<file path="config.mk">
export PLATFORM = sky130hd
export DESIGN_NAME = dram_host_loader
export DESIGN_NICKNAME = d
export VERILOG_FILES = /design/src/rtl/dram_host_loader_pkg.sv /design/src/rtl/dram_port_mux.sv /design/src/rtl/dram_host_loader.sv
export SDC_FILE = /design/constraint.sdc
export NUM_CORES = 1
export LEC_CHECK = 0
export ABC_AREA = 1
export CORE_MARGIN = 1.5
export CORE_UTILIZATION = 29
export CTS_CLUSTER_SIZE = 24
export DETAILED_ROUTE_END_ITERATION = 12
export PLACE_DENSITY_LB_ADDON = 0.2
export SYNTH_ARGS = -nofsm -noshare
export SYNTH_HDL_FRONTEND = slang
export SYNTH_SLANG_ARGS = --single-unit
</file>
<file path="constraint.sdc">
create_clock -name Clk -period 1.5 [get_ports Clk]
set_input_delay 0.3 -clock Clk [delete_from_list [all_inputs] [get_ports Clk]]
set_output_delay 0.3 -clock Clk [all_outputs]
set_load 0.01 [all_outputs]
</file>
<file path="src/rtl/dram_host_loader_pkg.sv">
// rtl/dram_host_loader_pkg.sv - shared types for the host-side DRAM loader
package dram_host_loader_pkg;

  typedef enum logic [2:0] {
    ST_IDLE    = 3'd0,
    ST_LOAD    = 3'd1,
    ST_RUN     = 3'd2,
    ST_DUMP_RD = 3'd3,
    ST_DUMP_TX = 3'd4
  } loader_state_t;

  function automatic logic owner_is_proc(loader_state_t st);
    return st == ST_RUN;
  endfunction

endpackage

</file>
<file path="src/rtl/dram_port_mux.sv">
// rtl/dram_port_mux.sv - DRAM port owner select between loader/dump logic and processor
module dram_port_mux #(
  parameter int WIDTH = 8
) (
  input  logic             sel_proc,
  input  logic [WIDTH-1:0] ld_addr,
  input  logic [WIDTH-1:0] ld_wdata,
  input  logic             ld_we,
  input  logic [WIDTH-1:0] proc_addr,
  input  logic [WIDTH-1:0] proc_wdata,
  input  logic             proc_wr,
  input  logic [WIDTH-1:0] mem_rdata,
  output logic [WIDTH-1:0] mem_addr,
  output logic [WIDTH-1:0] mem_wdata,
  output logic             mem_we,
  output logic [WIDTH-1:0] proc_rdata
);

  always_comb begin
    mem_addr   = ld_addr;
    mem_wdata  = ld_wdata;
    mem_we     = ld_we;
    proc_rdata = '0;
    if (sel_proc) begin
      mem_addr   = proc_addr;
      mem_wdata  = proc_wdata;
      mem_we     = proc_wr;
      proc_rdata = mem_rdata;
    end
  end

endmodule

</file>
<file path="src/rtl/dram_host_loader.sv">
// rtl/dram_host_loader.sv - loads host bytes into DRAM, runs the processor, dumps a result window
module dram_host_loader
  import dram_host_loader_pkg::*;
#(
  parameter int               WIDTH     = 8,
  parameter logic [WIDTH-1:0] DUMP_BASE = 8'h80,
  parameter int               DUMP_LEN  = 16
) (
  input  logic             Clk,
  input  logic             Rst,
  input  logic             rx_valid,
  input  logic [WIDTH-1:0] rx_data,
  output logic             rx_ready,
  output logic             tx_valid,
  output logic [WIDTH-1:0] tx_data,
  input  logic             tx_ready,
  output logic             proc_en,
  input  logic             proc_halt,
  input  logic [WIDTH-1:0] proc_addr,
  input  logic [WIDTH-1:0] proc_wdata,
  input  logic             proc_rd,
  input  logic             proc_wr,
  output logic [WIDTH-1:0] proc_rdata,
  output logic [WIDTH-1:0] mem_addr,
  output logic [WIDTH-1:0] mem_wdata,
  output logic             mem_we,
  input  logic [WIDTH-1:0] mem_rdata,
  output logic             busy
);

  localparam logic [WIDTH-1:0] LAST_IDX = WIDTH'(DUMP_LEN - 1);

  loader_state_t    state, state_nxt;
  logic [WIDTH-1:0] count, count_nxt;
  logic [WIDTH-1:0] len, len_nxt;
  logic [WIDTH-1:0] tx_hold;
  logic             tx_fresh;
  logic [WIDTH-1:0] ld_addr, ld_wdata;
  logic             ld_we;
  logic             unused_proc_rd;

  // Reads are free-running on the RAM, so the processor read strobe carries no information here.
  assign unused_proc_rd = proc_rd;

  always_ff @(posedge Clk) begin
    if (Rst) begin
      state    <= ST_IDLE;
      count    <= '0;
      len      <= '0;
      tx_hold  <= '0;
      tx_fresh <= 1'b0;
    end else begin
      state    <= state_nxt;
      count    <= count_nxt;
      len      <= len_nxt;
      tx_fresh <= (state_nxt == ST_DUMP_TX) && (state != ST_DUMP_TX);
      if (tx_fresh) tx_hold <= mem_rdata;
    end
  end

  always_comb begin
    state_nxt = state;
    count_nxt = count;
    len_nxt   = len;
    rx_ready  = 1'b0;
    ld_addr   = '0;
    ld_wdata  = '0;
    ld_we     = 1'b0;
    case (state)
      ST_IDLE: begin
        rx_ready = 1'b1;
        if (rx_valid) begin
          len_nxt   = rx_data;
          count_nxt = '0;
          state_nxt = (rx_data == '0) ? ST_RUN : ST_LOAD;
        end
      end
      ST_LOAD: begin
        rx_ready = 1'b1;
        ld_addr  = count;
        ld_wdata = rx_data;
        // A write racing a reset must not land in the RAM.
        ld_we    = rx_valid && !Rst;
        if (rx_valid) begin
          count_nxt = count + WIDTH'(1);
          if (count == len - WIDTH'(1)) state_nxt = ST_RUN;
        end
      end
      ST_RUN: begin
        if (proc_halt) begin
          count_nxt = '0;
          state_nxt = ST_DUMP_RD;
        end
      end
      ST_DUMP_RD: begin
        ld_addr   = DUMP_BASE + count;
        state_nxt = ST_DUMP_TX;
      end
      ST_DUMP_TX: begin
        ld_addr = DUMP_BASE + count;
        if (tx_ready) begin
          count_nxt = count + WIDTH'(1);
          state_nxt = (count == LAST_IDX) ? ST_IDLE : ST_DUMP_RD;
        end
      end
      default: state_nxt = ST_IDLE;
    endcase
  end

  assign proc_en  = (state == ST_RUN);
  assign busy     = (state != ST_IDLE);
  assign tx_valid = (state == ST_DUMP_TX);
  // First TX cycle shows the fresh RAM output; afterwards the captured copy keeps it stable.
  assign tx_data  = (state != ST_DUMP_TX) ? '0 : (tx_fresh ? mem_rdata : tx_hold);

  dram_port_mux #(.WIDTH(WIDTH)) u_port_mux (
    .sel_proc  (owner_is_proc(state)),
    .ld_addr   (ld_addr),
    .ld_wdata  (ld_wdata),
    .ld_we     (ld_we),
    .proc_addr (proc_addr),
    .proc_wdata(proc_wdata),
    .proc_wr   (proc_wr),
    .mem_rdata (mem_rdata),
    .mem_addr  (mem_addr),
    .mem_wdata (mem_wdata),
    .mem_we    (mem_we),
    .proc_rdata(proc_rdata)
  );

endmodule

</file>
==> impl_metrics.toml <==
[timing]
hold_slack_ns = 0.501
max_freq_mhz = 519
min_period_over_period_pct = 128
rsz0062_at_grt = "true"
hold_viol_final = 0
slew_violations = 0
worst_slack_ns = -0.426
finalSetupViolCount = 50
worst_pin_slew_ns = 0.479
max_slew_margin_pct = 68.0
min_period_ns = 1.93
final.setup_skew_ns = 0.00251

[grt]
gr-usage-all-layers_pct = 20.4
grt_antenna_before_repair = 0
grt_pass1_vias = 2309
grt_pass1_wl_um = 10600
overflow = 0
grt_max_degree = 17

[finish]
fin_nets = 488
layout-drive-gt1-share_pct = 46.9
final_cell_mix = "buf_4, nand2_1, nor2_1"
finish.utilization_pct = 60.8
n_fill_cell = 546
insertedDiodeCount = 0
layout.cells.non_filler = 521
area_delta_synth_final_pct = 100
layout_commonest_cell = "buf_4"

[yosys]
synth_cell_types = 30
syn-cell-area_um2 = 1820
synth.avg_cell_area_um2 = 6.24
synth_ff_type = "dfxtp_1"
synth_edf_count = 0
synth-seq-cells = 28
ys_warn_count = 0
ys_seq_area_share_pct = 30.9
netlist_instances = 291
synthArstFlopShare_pct = 0
synth_fp_nets = 332

[pwr]
combinationalPowerShare_pct = 35.3
p_total_mw = 2.18
p_leak_nw = 1.63
p_int_mw = 1.53
max-vdd-ir-drop_uv = 505
p_sw_uw = 652
clockPowerShare_pct = 28.1
p_sw_share_pct = 29.9
p_per_area_nw_per_um2 = 599
seqPwrFrac_pct = 36.7

[critical_path]
crit_fanout = 7
cp_data_arrival_time_ns = 1.63
slowest_stage = "dfxtp_4"
critPathMaxStageDelay_ns = 0.37
cp-end-kind = "primary output"
worstSetupStartpointType = "register"
cp_common_cell = "buf_6"
required_ns = 1.20
critical_path.top_delay_family = "buffers and inverters"
critPathBufInv = 5
path_class = "register to primary output"
worstPathCellList = "buf_6 > nor3_4 > buf_6 > buf_12 > buf_4 > o31ai_4 > buf_2"

[clock_network]
clock-sinks = 28
cts_root_buffer = "clkbuf_8"
cts.path.max_buffers = 2
insertion_delay_ns = 0.28
clkTransAtPathRegs_ns = 0.10
htree_num_levels = 1
cts_tree = "yes"
cts_made_buffers = 3

[placement]
dp_hpwl_um = 4690
dpl_worst_slack_ns = -0.492
dp_cells = 491
place_congestion = 0.877
port_buffers = 74

[status]
status = "complete, but fails checks"
violations = "setup timing"

[hold_path]
hold_class = "register to register"

[routing]
drc_errors = 0
wirelength_um = 7030
wl_per_cell_um = 13.5
vias = 2449
ant_nets = 0
dr.pass1.iters = 4
drt_iter0_drc = 89
routed_via_density = 4.70

[die]
fp-row-count = 28
start_util_pct = 30.3
ios = 76
die_h_um = 82.2
fp.coreArea_um2 = 5990
die_area_um2 = 6750
die_w_um = 82.2

[job]
max_cap_violations = 0
[cell families (layout without fill, tap and decap cells)]
family          count (synthesis)  after routing  share of synthesized area [%]
fa+ha+maj                       2              2                           1.38
flops                          28             28                           30.9
simple gates                  161            161                           39.3
compound gates                 48             48                           15.8
xor+xnor                        6              6                           2.89
buf+inv                        46            201                           9.85
[flip-flops by register name, indices dropped and copies added (netlist names)]
signal and cells:
len 8, tx_fresh 1, state 3, count 8, tx_hold 8
[path summary, 6_finish.rpt]
kind | cells past startpoint | slack, ns | from | endpoint
setup / recovery | 7 | -0.43 | state[0] | mem_addr[5]
hold reg to reg | 2 | 0.50 | len[1] | len[1]
hold / removal | 2 | 0.50 | len[1] | len[1]
setup reg to reg | 10 | -0.27 | state[0] | count[6]
[final cells by class]
cell class	count	area (um^2)	area share, %
Sequential cell	28	576	15.8
Multi-Input combinational cell	217	1390	38.1
Tap cell	75	93.8	2.58
Inverter	36	154	4.23
Timing Repair Buffer	160	1350	37.1
Clock inverter	1	30.0	0.825
Clock buffer	3	41.3	1.13
Timing Repair inverter	1	7.51	0.206
[cell usage after synthesis, types with 5 or more instances]
master    count  area (um^2)
inv_2         5         18.8
clkbuf_1      7         26.3
dfxtp_1      28          561
nand4_1       6         37.5
inv_1        30          113
nor3_2        5         50.1
nand2_1      64          240
nor2_1       57          214
o21ai_0      18         90.1
nor3_1        7         35.0
nand3_1      16         80.1
o31ai_1       7         52.6
a21oi_1      15         75.1
[power by group through the flow]
stage               Sequential, mW  Clock (mW)  Combinational (mW)
floorplan                    0.812           0               0.286
global placement             0.815           0               0.595
detailed placement           0.816           0               0.600
CTS                          0.797       0.627               0.712
global route                 0.804       0.649               0.832
finish                       0.800       0.612               0.769
[per-stage QoR]
| step | TNS [ns] | area (um^2) |
|---|---|---|
| after floorplan | -0.432 | 1940 |
| after global placement | -17.47 | 3190 |
| after detailed placement | -18.59 | 3190 |
| after CTS | -12.56 | 3430 |
| after global routing | -17.24 | 3640 |
| final | -12.94 | 3640 |
[worst reg2reg max path, stage by stage (launching register included)]
cell and delay [ns]:
dfxtp_4 0.37, buf_6 0.12, nor3_4 0.23, buf_4 0.19
nand2_1 0.12, nand3_4 0.09, nand3_4 0.12, buf_6 0.17
nor2_2 0.07, nor2_1 0.04, nor3_1 0.17
[metal layers]
metal / part of all wire, % / vias to the layer above / wire, um / global-route usage, %
met1: 44 / 1117 / 3060 / 24.4
met3: 5.1 / 8 / 355 / 3.41
met5: 0 / - / 0 / 0
met2: 50 / 75 / 3510 / 38.0
met4: 1.4 / 0 / 99 / 4.07
li1: - / 1249 / - / -
[timing repair]
item / in CTS / in global routing
pin swaps: 20 / 17
hold buffers: 0 / 0
cloned: 3 / 1
setup endpoints to repair: 53 / 56
buffers inserted: 19 / 9
resized for setup: 215 / 48
(Power assumes the default switching activity.)
==> edit 1 (config.mk and constraints unchanged) <==
`WIDTH` is set to 8 in 2 places; all go to 12.
--- a/src/rtl/dram_port_mux.sv
+++ b/src/rtl/dram_port_mux.sv
@@ -1,6 +1,6 @@
 // rtl/dram_port_mux.sv - DRAM port owner select between loader/dump logic and processor
 module dram_port_mux #(
-  parameter int WIDTH = 8
+  parameter int WIDTH = 12
 ) (
   input  logic             sel_proc,
   input  logic [WIDTH-1:0] ld_addr,
--- a/src/rtl/dram_host_loader.sv
+++ b/src/rtl/dram_host_loader.sv
@@ -2,7 +2,7 @@
 module dram_host_loader
   import dram_host_loader_pkg::*;
 #(
-  parameter int               WIDTH     = 8,
+  parameter int               WIDTH     = 12,
   parameter logic [WIDTH-1:0] DUMP_BASE = 8'h80,
   parameter int               DUMP_LEN  = 16
 ) (
Interface: changed (8 resized); port bits go from 76 to 108. No check against the original RTL was run, so the function may have changed too.
==> edit 1 against the unedited design <==
The flow still finishes with violations (setup timing). Worst hold slack improved by 11 ps. Fmax grew 2.8%. Power grew 41%. Routed wire length is 57% higher. Final area increased by 46%. Sequential cell count increased by 12. Synthesized cell count increased by 51%. Sequential power increased by 41%. First-iteration DRC count is 69% higher. Setup slack better by 52 ps. Synthesized area increased by 52%. Critical path type unchanged.
==> edit 1: results (changes against the unedited design) <==
top fanout value on the critical path 7 (unchanged); Reg area 813 um2 (was 576 um2); layout cells sized above 1 42.5% (was 46.9%); placed cell count 763 (was 491); Crit path arrival time 1570 ps (was 1630 ps); clock buffer depth 2 (unchanged); VDD IR max 0.434 mV (was 0.505 mV); outcome finished, violations left (unchanged); post-synth cell types 38 (was 30); ranking of synthesized cells by area dfxtp_1 29%, nand2_1 13%, nor2_1 11%, inv_1 7.5%, o21ai_0 5.8% (was dfxtp_1 31%, nand2_1 13%, nor2_1 12%, inv_1 6.2%, o21ai_0 5.0%); vias per std cell 4.71 (was 4.70); critical path's slowest cell dfxtp_2 (was dfxtp_4); sw frac 29.4% (was 29.9%); total wire length 11,000 um (was 7030 um); CP Class flip-flop to output port (unchanged); FFs w/ async S/R, synth 0% (unchanged); setup TNS -17,970 ps (was -12,940 ps); syn nets 498 (was 332); DP Area 0.00481 mm2 (was 0.00319 mm2); Synth top cells by count 94 x nand2_1, 80 x nor2_1, 55 x inv_1 (was 64 x nand2_1, 57 x nor2_1, 30 x inv_1); Primary FF master, synth dfxtp_1 (unchanged); register area share after synthesis 29.0% (was 30.9%); # setup viols final 79 (was 50); total CTS buffers 5 (was 3); fillers 880 (was 546); NetSw 0.904 mW (was 0.652 mW); ANT cells 0 (unchanged); first-pass GRT wire length 17,100 um (was 10,600 um); PortBufs 106 (was 74); Max stage delay on crit path 340 ps (was 370 ps); H-Tree Depth 2 (was 1); worst skew pair latency 300 ps (was 280 ps); number of global-route vias before repair 3,569 (was 2,309); hpwl dp 8270 um (was 4690 um); Worst R2R End len[11] (was count[6]); Final nets 720 (was 488); syn avg cell area 6.27 um2 (was 6.24 um2); failing checks setup timing (unchanged); skew final 9.88 ps (was 2.51 ps); final setup margin -373 ps (was -426 ps); CP endpoint mem_addr[3] (was mem_addr[5]); Slew HR 69.0% (was 68.0%); Placer Congestion 0.881 (was 0.877); WL per Instance 13.9 um (was 13.5 um); Tot GR Track Use 21.3% (was 20.4%); clk root buf clkbuf_8 (unchanged); Worst Reg-to-Reg Cells 11 (was 10); Leakage 2.44 nW (was 1.63 nW); DR iter-0 viols 150 (was 89); gr ovfl total 0 (unchanged); combinational cell power 0.944 mW (was 0.769 mW); biggest regs count (12), len (12), tx_hold (12) (was count (8), len (8), tx_hold (8)); clk pwr 0.999 mW (was 0.612 mW); worst slack, placed -537 ps (was -492 ps); largest net degree at the start of global routing 25 (was 17)
==> edit 1: cell types whose count changed after synthesis, moves of 4 or more <==
| cell | change |
|---|---|
| inv_1 | +25 |
| nand3_1 | +9 |
| o21ai_1 | +4 |
| dfxtp_1 | +12 |
| a32o_1 | +6 |
| o211ai_1 | +5 |
| nor3_2 | -4 |
| buf_6 | +4 |
| a21oi_1 | +4 |
| inv_2 | -4 |
| nand2_1 | +30 |
| nor2_1 | +23 |
| o21ai_0 | +14 |
==> edit 1: logic make-up after synthesis <==
kind of cell	Yosys count	synth area share, %
compound gates	87	19.7
xor+xnor	7	2.72
fa+ha+maj	3	1.36
buf+inv	72	11.0
flops	40	29.0
simple gates	231	36.3
==> edit 1: critical path, delay by kind of cell, from the launching register on <==
kind	cells	cell delay, ps
AO/OA/AOI/OAI	1	170
flip-flops	1	340
AND/OR/NAND/NOR	4	530
buffers and inverters	2	240
==> edit 1: area by class of cell <==
type,instances,area share (%)
multi-input cells,328,37.6
inverters,58,4.45
clock buffers,7,1.81
repair buffers,229,37.3
flip-flops and latches,40,15.3
well taps,129,3.04
clock inverters,1,0.565
==> edit 1: metal layers <==
layer	wire length (um)	global-route usage (%)	up-vias
li1	-	-	1890
met1	4730	26.2	1741
met2	5680	38.6	92
met3	524	3.47	7
met4	106	5.31	0
met5	0	0	-
==> edit 1: how the worst min path moves through the flow <==
stage | depth (start not counted) | startpoint | endpoint | slack, ps
global placement | 2 | len[8] | len[8] | 500
floorplan | 1 | Rst | count[6] | 370
detailed placement | 2 | len[8] | len[8] | 500
finish | 2 | len[8] | len[8] | 510
CTS | 2 | len[8] | len[8] | 510
global route | 2 | len[8] | len[8] | 530
==> edit 1: what timing repair did <==
item,CTS,global route
cloned,3,1
setup buffers,12,7
endpoints found under the setup margin,79,79
pin swaps,20,13
resized for setup,280,57
==> edit 2 (same settings) <==
Without the edit above. Encoding of `loader_state_t`: now one-hot (5 bits for 5 states).
--- a/src/rtl/dram_host_loader_pkg.sv
+++ b/src/rtl/dram_host_loader_pkg.sv
@@ -1,12 +1,12 @@
 // rtl/dram_host_loader_pkg.sv - shared types for the host-side DRAM loader
 package dram_host_loader_pkg;
 
-  typedef enum logic [2:0] {
-    ST_IDLE    = 3'd0,
-    ST_LOAD    = 3'd1,
-    ST_RUN     = 3'd2,
-    ST_DUMP_RD = 3'd3,
-    ST_DUMP_TX = 3'd4
+  typedef enum logic [4:0] {
+    ST_IDLE    = 5'b00001,
+    ST_LOAD    = 5'b00010,
+    ST_RUN     = 5'b00100,
+    ST_DUMP_RD = 5'b01000,
+    ST_DUMP_TX = 5'b10000
   } loader_state_t;
 
   function automatic logic owner_is_proc(loader_state_t st);
Check against the original RTL: no difference found for any inputs over 10 cycles, from zero or initial values and one cycle with Rst high; not proved beyond that.
==> edit 2 against the unedited design <==
Final area rose by 9.5%. Sequential cell count rose by 2. Routed wire length rose by 11%. Setup slack got worse by 150 ps. Highest routed layer unchanged. The run still ends with setup timing left. Synthesized area rose by 11%. Sequential power rose by 8.9%. Power rose by 12%. Non-clock buffer count rose by 7.
==> edit 2: results (changes against the unedited design) <==
outcome finished, violations left (unchanged); failing checks setup timing (unchanged); xor/xnor share of the synthesized area 2.62% (was 2.89%); fillers 612 (was 546); ranking of synthesized cells by area dfxtp_1 30%, nand2_1 15%, nor2_1 9.0%, inv_1 7.7%, nand3_1 5.5% (was dfxtp_1 31%, nand2_1 13%, nor2_1 12%, inv_1 6.2%, o21ai_0 5.0%); total wire length 7810 um (was 7030 um); layout cells sized above 1 43.4% (was 46.9%); skew final 6.90 ps (was 2.51 ps); Syn Inst Count 322 (was 291); Compound-Gate Fraction of Synth Area 16.0% (was 15.8%); Synth top cells by count 81 x nand2_1, 48 x nor2_1, 41 x inv_1 (was 64 x nand2_1, 57 x nor2_1, 30 x inv_1); # setup viols final 53 (was 50); Reg clk slew, reported paths 70 ps (was 100 ps); Tot GR Track Use 21.3% (was 20.4%); Reg area 622 um2 (was 576 um2); DP Area 0.00336 mm2 (was 0.00319 mm2); VDD IR max 0.394 mV (was 0.505 mV); H-Tree Depth 2 (was 1); warnings from Yosys 0 (unchanged); vias after detailed routing 2,688 (was 2,449); total CTS buffers 5 (was 3); Placer Congestion 0.820 (was 0.877); DR iter-0 viols 76 (was 89); syn nets 363 (was 332); setup TNS -18,210 ps (was -12,940 ps); placed cell count 529 (was 491); first-pass GRT wire length 12,400 um (was 10,600 um); Crit path arrival time 1780 ps (was 1630 ps); hpwl dp 5170 um (was 4690 um); Post-synth EDFFs 0 (unchanged); worst slack, placed -558 ps (was -492 ps); final setup margin -576 ps (was -426 ps); largest net degree at the start of global routing 20 (was 17); number of global-route vias before repair 2,596 (was 2,309); Synth Area in Adders 1.25% (was 1.38%); post-synth cell types 35 (was 30); register area share after synthesis 29.9% (was 30.9%); vias per std cell 4.72 (was 4.70)
[edit 2: path summary, 6_finish.rpt]
kind | startpoint | endpoint | slack (ps) | depth (start not counted)
max | state[2] | proc_rdata[3] | -580 | 8
min | len[6] | len[6] | 540 | 2
max reg2reg | state[2] | count[1] | -430 | 13
min reg2reg | len[6] | len[6] | 540 | 2
[edit 2: final cells by class]
class,instances,area share (%)
inverter,45,4.89
tap,80,2.51
sequential,30,15.6
clock buffer,8,2.76
timing repair buffer,167,35.9
multi-input combinational,239,38.4
[edit 2: power by group]
part | total [mW] | leakage [nW] | switching (mW) | internal (mW)
registers | 0.871 | 0.248 | 0.0411 | 0.830
logic | 0.784 | 1.51 | 0.393 | 0.391
clock network | 0.794 | 0.0575 | 0.330 | 0.464
total | 2.45 | 1.81 | 0.764 | 1.68
[edit 2: repair_timing]
action | CTS | global route
cloned | 3 | 0
buffers inserted | 26 | 8
gates resized for setup | 218 | 52
pin swaps | 17 | 9
setup endpoints to repair | 51 | 55
[edit 2: kinds of logic (layout without fill, tap and decap cells)]
family | count (synthesis) | count (layout)
and+or+nand+nor | 174 | 175
AOI/OAI and AO/OA | 56 | 56
buffers and inverters | 54 | 220
DFF | 30 | 30
xor gates and xnor gates | 6 | 6
adders and majority gates | 2 | 2
[edit 2: critical path: stages (launching register included)]
cell	delay (ps)
dfxtp_4	370
inv_4	40
nor4_4	290
buf_6	160
buf_12	100
clkinvlp_4	140
buf_6	160
nor2_2	80
buf_2	140
[edit 2: routing by layer]
metal  GRT usage [%]  routed length, um  part of all wire, %  up-vias
li1                -                  -                    -     1378
met3            3.14                282                  3.6       12
met2            37.9               4050                   52       56
met4            5.57                131                  1.7        0
met1            26.8               3350                   43     1242
met5               0                  0                    0        -
